## src/rtl/mem_boot_loader.sv

```systemverilog
// Boot loader: turns a header-framed valid/ready word stream into registered
// write pulses for the instruction and data BRAMs, then releases the core.
module mem_boot_loader #(
  parameter int DATA_WIDTH = 32,
  parameter int ADDR_WIDTH = 10,
  parameter int CNT_WIDTH  = 10
) (
  input  logic                  clk,
  input  logic                  rst,
  input  logic                  s_valid,
  output logic                  s_ready,
  input  logic [DATA_WIDTH-1:0] s_data,
  input  logic                  reload,
  output logic [ADDR_WIDTH-1:0] i_w_addr,
  output logic [DATA_WIDTH-1:0] i_w_dat,
  output logic                  i_w_enb,
  output logic [ADDR_WIDTH-1:0] d_w_addr,
  output logic [DATA_WIDTH-1:0] d_w_dat,
  output logic                  d_w_enb,
  output logic                  pc_stall,
  output logic                  init_done,
  output logic                  busy,
  output logic                  err,
  output logic [1:0]            dbg_state
);

  typedef enum logic [1:0] {
    ST_HDR     = 2'd0,
    ST_PAYLOAD = 2'd1,
    ST_DONE    = 2'd2
  } state_e;

  localparam logic [ADDR_WIDTH-1:0] ADDR_STEP = ADDR_WIDTH'(4);
  localparam logic [ADDR_WIDTH-1:0] ADDR_LAST = {{(ADDR_WIDTH-2){1'b1}}, 2'b00};
  localparam logic [CNT_WIDTH-1:0]  CNT_ONE   = CNT_WIDTH'(1);

  state_e                state_q, state_d;
  logic                  tgt_q, tgt_d;
  logic                  boot_q, boot_d;
  logic                  err_q, err_d;
  logic [CNT_WIDTH-1:0]  cnt_q, cnt_d;
  logic [ADDR_WIDTH-1:0] addr_q, addr_d;
  logic [ADDR_WIDTH-1:0] wa_q, wa_d;
  logic [DATA_WIDTH-1:0] wd_q, wd_d;
  logic                  ie_q, ie_d;
  logic                  de_q, de_d;
  logic                  hs;
  logic                  unused_hdr_bits;

  // Valid/ready: a word transfers on a rising clk edge where s_valid and
  // s_ready are both high; s_ready depends only on state (and rst), never on s_valid.
  assign s_ready         = !rst && (state_q != ST_DONE);
  assign hs              = s_valid && s_ready;
  assign unused_hdr_bits = ^s_data;

  always_comb begin
    state_d = state_q;
    tgt_d   = tgt_q;
    boot_d  = boot_q;
    err_d   = err_q;
    cnt_d   = cnt_q;
    addr_d  = addr_q;
    wa_d    = wa_q;
    wd_d    = wd_q;
    ie_d    = 1'b0;
    de_d    = 1'b0;
    case (state_q)
      ST_HDR: begin
        if (hs) begin
          tgt_d  = s_data[31];
          boot_d = s_data[30];
          cnt_d  = s_data[16 +: CNT_WIDTH];
          addr_d = {s_data[ADDR_WIDTH-1:2], 2'b00};
          if (s_data[1:0] != 2'b00) err_d = 1'b1;
          if (s_data[16 +: CNT_WIDTH] != '0) state_d = ST_PAYLOAD;
          else if (s_data[30])               state_d = ST_DONE;
        end
      end
      ST_PAYLOAD: begin
        if (hs) begin
          wa_d   = addr_q;
          wd_d   = s_data;
          ie_d   = !tgt_q;
          de_d   = tgt_q;
          addr_d = addr_q + ADDR_STEP;
          // Stepping off the top of the BRAM wraps to 0 and is flagged.
          if (addr_q == ADDR_LAST) err_d = 1'b1;
          cnt_d  = cnt_q - CNT_ONE;
          if (cnt_q == CNT_ONE) state_d = boot_q ? ST_DONE : ST_HDR;
        end
      end
      ST_DONE: begin
        if (reload) state_d = ST_HDR;
      end
      default: state_d = ST_HDR;
    endcase
  end

  always_ff @(posedge clk or posedge rst) begin
    if (rst) begin
      state_q <= ST_HDR;
      tgt_q   <= 1'b0;
      boot_q  <= 1'b0;
      err_q   <= 1'b0;
      cnt_q   <= '0;
      addr_q  <= '0;
      wa_q    <= '0;
      wd_q    <= '0;
      ie_q    <= 1'b0;
      de_q    <= 1'b0;
    end else begin
      state_q <= state_d;
      tgt_q   <= tgt_d;
      boot_q  <= boot_d;
      err_q   <= err_d;
      cnt_q   <= cnt_d;
      addr_q  <= addr_d;
      wa_q    <= wa_d;
      wd_q    <= wd_d;
      ie_q    <= ie_d;
      de_q    <= de_d;
    end
  end

  // Both BRAM ports share one address/data register; only the enables differ.
  assign i_w_addr  = wa_q;
  assign i_w_dat   = wd_q;
  assign i_w_enb   = ie_q;
  assign d_w_addr  = wa_q;
  assign d_w_dat   = wd_q;
  assign d_w_enb   = de_q;
  assign pc_stall  = (state_q != ST_DONE);
  assign init_done = (state_q == ST_DONE);
  assign busy      = (state_q == ST_PAYLOAD);
  assign err       = err_q;
  assign dbg_state = state_q;

endmodule

```

## config.mk

```make
export PLATFORM = sky130hd
export DESIGN_NAME = mem_boot_loader
export DESIGN_NICKNAME = d
export VERILOG_FILES = /design/src/rtl/mem_boot_loader.sv
export SDC_FILE = /design/constraint.sdc
export NUM_CORES = 1
export LEC_CHECK = 0
export ABC_AREA = 0
export CORE_ASPECT_RATIO = 1.1
export CORE_MARGIN = 5
export CORE_UTILIZATION = 45
export CTS_BUF_LIST = sky130_fd_sc_hd__clkbuf_8
export DETAILED_ROUTE_END_ITERATION = 8
export PLACE_DENSITY = 0.83
export SLEW_MARGIN = 40
export SYNTH_ARGS = -nofsm -noshare
export SYNTH_HDL_FRONTEND = slang
export SYNTH_SLANG_ARGS = --single-unit
```

## constraint.sdc

```tcl
create_clock -name clk -period 2.8 [get_ports clk]
set_input_delay 0.42 -clock clk [delete_from_list [all_inputs] [get_ports clk]]
set_output_delay 0.42 -clock clk [all_outputs]
set_load 0.05 [all_outputs]
```

==> results of run 1 <==
[logic make-up (layout without fill, tap and decap cells)]
family | Yosys count | after routing | synth area share
buf+inv | 64 | 154 | 0.130
other cells | 1 | 4 | 0.00115
flops | 65 | 65 | 0.499
compound gates | 58 | 58 | 0.107
fa+ha+maj | 3 | 3 | 0.0115
simple gates | 67 | 67 | 0.107
mux | 42 | 42 | 0.144
[power by group]
group | switching [mW] | internal, mW
logic | 1.33 | 0.730
registers | 0.212 | 1.17
clock network | 0.325 | 0.350
[cell usage in the layout, fill, tap and decap left out, drive strengths merged, types with 2 or more instances in the layout]
master,n
a21oi,23
a2bb2oi,3
buf,12
clkbuf,11
clkdlybuf4s50,122
conb,4
dfrtp,65
ha,3
inv,9
mux2,39
mux2i,3
nand2,20
nand2b,3
nand3,8
nand4,5
nor2,12
nor2b,2
nor3,3
nor3b,2
nor4,3
o211ai,2
o21ai,13
o221ai,2
o22ai,6
[stage by stage]
step / hold WS [ns] / power, mW
after global placement: 0.464 / 3.43
after global routing: 0.510 / 4.32
after CTS: 0.479 / 4.17
after detailed placement: 0.465 / 3.48
after floorplan: 0.427 / 2.92
final: 0.480 / 4.12
[flip-flops by register name (all words and copies together) (netlist names)]
register	count
d_w_addr	8
tgt_q	1
dbg_state	2
err	1
i_w_enb	1
addr_q	8
boot_q	1
d_w_enb	1
d_w_dat	32
cnt_q	10
[metal layers]
layer,up-vias,GRT usage,share of wire
met5,-,0,0
met4,0,0.0530,0.011
met3,7,0.0719,0.091
met2,105,0.309,0.50
met1,1273,0.205,0.40
li1,1189,-,-
[how the worst max path moves through the flow]
stage / startpoint / end / slack, ns
global placement: rst / dbg_state[1] / 0.66
finish: dbg_state[1] / init_done / 0.45
floorplan: dbg_state[0] / s_ready / 0.03
detailed placement: rst / dbg_state[1] / 0.54
global route: dbg_state[1] / init_done / 0.33
CTS: dbg_state[1] / init_done / 0.42
[final cells by class]
| class | count | area, um2 |
|---|---|---|
| sequential | 65 | 1630 |
| clock inverter | 3 | 11.3 |
| fill | 561 | 2560 |
| clock buffer | 11 | 151 |
| inverter | 6 | 22.5 |
| timing repair buffer | 134 | 1340 |
| tap | 85 | 106 |
| multi-input combinational | 174 | 1230 |
==> summary.md, run 1 <==
| Metric | Value |
|---|---|
| CP max FO | 7 |
| Critical Path, Cell by Cell | nand2b_1 > inv_1 > clkdlybuf4s50_1 |
| IO buf count | roughly 120 |
| CP endpoint kind | primary output |
| Cells after synthesis | 300 |
| Top Ports | 129 |
| Root buf cell | clkbuf_8 |
| Area growth syn-to-layout | 37.7% |
| Worst path max stage delay | between 0.8 and 0.9 ns |
| Area contributors post-synth | dfrtp_1 50%, mux2_2 13%, buf_4 10% |
| Min Tclk post-route | 2.35 ns |
| Hold Path End | i_w_enb |
| HP Class | reg -> reg |
| Via Count | 2,574 |
| Drt first-iter violations | 157 |
| Slew headroom | 0.590 |
| EDFF count, synth | 0 |
| End of the worst register-to-register path | dbg_state[1] |
| Mapped cell area | 3260 um2 |
| Leakage | 1.89 nW |
| CP startpoint kind | register |
| Fraction of registers with async set/reset | 1.00 |
| Chip Height | 99.2 um |
| Part of the Yosys area used for sequential elements | 0.499 |
| CTS max path bufs | 2 |
| Post-route clock skew | 0.00731 ns |
| Slew Limit Fails | 0 |
| Die area | 9040 um2 |
| Die X-Extent | about 91 um |
| Worst IR drop on VDD | between 0.6 and 0.7 mV |
| Most used DFF post-synth | dfrtp_1 |
| R2R Setup Slk | around 1.0 ns |
| Hold path cells | 1 |
| Core Rows | 32 |
| Initial Util | 0.462 |
| Synth Area per Inst | 10.9 um2 |
| Reg2Reg Depth | 4 |
| RSZ-0062 raised after global routing | no |
| Synth cell types | 44 |
| Drt first pass iters | 4 |
| GP Congestion | 0.807 |
| Wire per inst | 16.7 um |
| Pwr/cell area | approximately 900 nW/um2 |
| Clk sink count | 65 |
| Fin. Hold Viols | 0 |
| H-tree Lvls | 3 |
| Layout cell share with drive strength beyond 1 | 0.168 |
| GR Util All Layers | 0.179 |
| Worst path slowest cell | clkdlybuf4s50_1 |
| Post-CTS Hold Fix Bufs | 0 |
| Final Cycle Share | 0.839 |
| Total congestion overflow | 0 |
| Setup Fix Bufs, Post-CTS | 0 |
| Worst EP required | 2.38 ns |
| Synth top area share | 0.499 |
| WP depth | 3 |
| Cell count after placement | 464 |
| CTS tree | done |
| Nets@finish | 429 |
| Least-Margin Pin Slew | 0.613 ns |
| Vias in the first global route | about 2,600 |
| Post-CTS sizing | 0 |
| Fin cells | 478 |
| Top cells by count, synth | 65 x dfrtp_1, 44 x buf_4, 39 x mux2_2 |
| Clk_lat worst skew | 0.34 ns |
| Buf+Inv Stages, Crit Path | 2 |
| Most common cell in the synthesized netlist | dfrtp_1 |
| Status | complete, no violations |
| Setup WS pre-CTS | 0.541 ns |
| Ys Warns | 0 |
| TNS Setup | 0 ns |
| Pin count of the biggest net entering global routing | 40 |
| Diodes inserted | 0 |
| Highest Clock Rate | approximately 430 MHz |
| Remaining DRCs | 0 |
| Post-route setup slack | approximately 0.45 ns |
| R2R Path Start | dbg_state[1] |
| DRT Wirelength | roughly 8000 um |
| CTS clock-pin slew for the worst setup and hold paths | 0.06 ns |
| Dpl hpwl | 5950 um |
| Final setup violation count | 0 |
| Fin util | 0.637 |
| Antenna Nets Post-Route | 0 |
| Setup CP Type | reg -> out |
| Arrival @ worst endpoint | between 1.5 and 2 ns |
| Worst path top cell family by delay | buffers and inverters |
| Initial antenna violation count | 0 |
| Hold Path Origin | tgt_q |
| Total CTS buffers | 9 |
| Final Cell Area | 4490 um2 |
| Post-DP Area | 4330 um2 |
| First-pass GRT wire length | 13,000 um |
| Vias per cell | 5.38 |
| Max-Cap Viols | 0 |
| Yosys top cell by area | dfrtp_1 |
| Seq cells post-synth | 65 |
| Core ar. | 7050 um2 |
Note: power is estimated with default switching activity, not from simulation.
==> run 2: changes to the inputs <==
==> constraint.sdc (replaced) <==
create_clock -name clk -period 2.2 [get_ports clk]
set_input_delay 0.33 -clock clk [delete_from_list [all_inputs] [get_ports clk]]
set_output_delay 0.33 -clock clk [all_outputs]
set_load 0.05 [all_outputs]
==> run 2 against run 1 <==
Against the previous run:
- clock skew decreased by 0.0012 ns
- setup slack got worse by 0.35 ns
- hold slack lost 0.025 ns
- core utilization is 0.94 points higher
- register-to-register slack lost 0.64 ns
- global-route usage is 0.39 points lower
- die area stayed put
- total power increased by 30%
- cell count up 0.21%
- sequential power increased by 27%
- via count increased by 0.78%
- clock power is 39% higher
- critical path type unchanged
- largest cell class unchanged
==> summary.md, run 2 (synthesis results as in run 1) <==
| Metric | Value |
|---|---|
| Status | complete, no violations |
| Max reg flops | 32 |
| First-pass GRT wire length | 13,000 um |
| Nets@finish | 429 |
| DRT Wirelength | around 8000 um |
| Diodes inserted | 0 |
| Setup CP Type | reg -> out |
| Initial Util | 0.462 |
| Post-route clock skew | approximately 0.0061 ns |
| Worst IR drop on VDD | about 0.87 mV |
| Antenna Nets Post-Route | 0 |
| Vias per cell | between 5 and 6 |
| Max-Cap Viols | 0 |
| Least-Margin Pin Slew | 0.699 ns |
| Via Count | 2,594 |
| IO buf count | approximately 120 |
| CTS tree | done |
| Leakage | 1.92 nW |
| Clk_lat worst skew | 0.34 ns |
| Post-DP Area | around 4400 um2 |
| Setup Fix Bufs, Post-CTS | 0 |
| Root buf cell | clkbuf_8 |
| CP startpoint kind | register |
| Cell count after placement | 464 |
| Commonest non-fill, non-tap cell in the layout | clkdlybuf4s50_1 |
| Fill count | 572 |
| Fin. Hold Viols | 0 |
| Pwr/cell area | 1170 nW/um2 |
| Core Rows | 32 |
| Final setup violation count | 0 |
| CP max FO | 20 |
| Total congestion overflow | 0 |
| RSZ-0062 raised after global routing | no |
| Final Cycle Share | 0.955 |
| H-tree Lvls | 3 |
| Min Tclk post-route | 2.10 ns |
| Die area | 9040 um2 |
| Drt first pass iters | 4 |
| Die X-Extent | 91.1 um |
| Area growth syn-to-layout | 39.8% |
| Clk sink count | 65 |
| CP endpoint kind | primary output |
| Initial antenna violation count | 0 |
| Final Cell Area | 4550 um2 |
| Slew Limit Fails | 0 |
| HP Class | reg -> reg |
| Most frequent cells in the layout | 119 x clkdlybuf4s50_1, 65 x dfrtp_1, 39 x mux2_2 |
| Fin cells | 479 |
| Post-CTS sizing | 0 |
| Core ar. | about 7000 um2 |
| Slew headroom | 0.533 |
| Total CTS buffers | 9 |
| Drt first-iter violations | 104 |
| Wire per inst | between 15 and 20 um |
| Vias in the first global route | ~2,800 |
| GR Util All Layers | 0.175 |
| Pin count of the biggest net entering global routing | 33 |
| Worst EP required | 1.87 ns |
| Chip Height | 99.2 um |
| TNS Setup | 0 ns |
| Top Ports | 129 |
| Dpl hpwl | between 5000 and 6000 um |
| Arrival @ worst endpoint | about 1.8 ns |
| Remaining DRCs | 0 |
| Layout cell share with drive strength beyond 1 | 0.185 |
| CTS clock-pin slew for the worst setup and hold paths | 0.06 ns |
| CTS max path bufs | 2 |
| Highest Clock Rate | roughly 480 MHz |
| Post-CTS Hold Fix Bufs | 0 |
| GP Congestion | 0.810 |
-- run 2: cell types whose count changed in the layout (fill, tap and decap cells not counted), sizes merged --
cell           previous run  this run
inv                       9         8
bufinv                    0         1
clkbuf                   11         9
buf                      12        15
clkinv                    0         3
clkdlybuf4s50           122       119
-- run 2: critical path, cell delays in order (launching register included) --
cell and delay, ns:
dfrtp_1 0.48, nand2b_1 0.20, inv_1 0.52, buf_12 0.22
-- run 2: path summary, 6_finish.rpt --
| path | start | to | slack, ns | depth (start not counted) |
|---|---|---|---|---|
| worst max-delay path | dbg_state[1] | busy | 0.1 | 3 |
| worst min-delay path | tgt_q | i_w_enb | 0.46 | 1 |
| worst max register to register | dbg_state[1] | addr_q[7] | 0.40 | 5 |
| worst min register to register | tgt_q | i_w_enb | 0.46 | 1 |
| max in group asynchronous | rst | cnt_q[1] | 1.03 | 4 |
| min in group asynchronous | rst | d_w_dat[6] | 0.65 | 3 |
-- run 2: cell type report --
cell class / count / area (um2) / share of cell area
repair buffers: 134 / 1380 / 0.303
inverters: 6 / 22.5 / 0.00495
multi-input cells: 174 / 1240 / 0.273
flip-flops and latches: 65 / 1630 / 0.357
clock inverters: 6 / 52.6 / 0.0115
clock buffers: 9 / 124 / 0.0272
well taps: 85 / 106 / 0.0234
-- run 2: report_power, final --
group	switching, mW	internal, mW
clock network	0.432	0.503
logic	1.70	0.939
registers	0.277	1.49
total	2.41	2.93
-- run 2: per-stage QoR --
step | hold WS [ns] | utilization | setup WS, ns | power (mW)
global placement | 0.454 | 0.621 | 0.0964 | 4.38
CTS | 0.459 | 0.646 | 0.0905 | 5.39
finish | 0.456 | 0.646 | 0.0980 | 5.34
detailed placement | 0.454 | 0.621 | 0.0817 | 4.44
floorplan | 0.427 | - | 0.110 | 3.72
global route | 0.476 | 0.646 | 0.0200 | 5.58
-- run 2: metal layers --
metal	share of wire	vias up	GRT usage
met1	0.40	1276	0.209
met5	0	-	0
li1	-	1197	-
met2	0.51	108	0.306
met4	0.016	0	0.0655
met3	0.066	13	0.0439
==> run 3: changes to the inputs <==
--- a/config.mk
+++ b/config.mk
@@ -11,6 +11,7 @@
 export CORE_UTILIZATION = 45
 export CTS_BUF_LIST = sky130_fd_sc_hd__clkbuf_8
 export DETAILED_ROUTE_END_ITERATION = 8
+export HOLD_SLACK_MARGIN = 0.02
 export PLACE_DENSITY = 0.83
 export SLEW_MARGIN = 40
 export SYNTH_ARGS = -nofsm -noshare
==> results of run 3 <==
No change in the layout: final DEF, timing and power equal those of run 2.
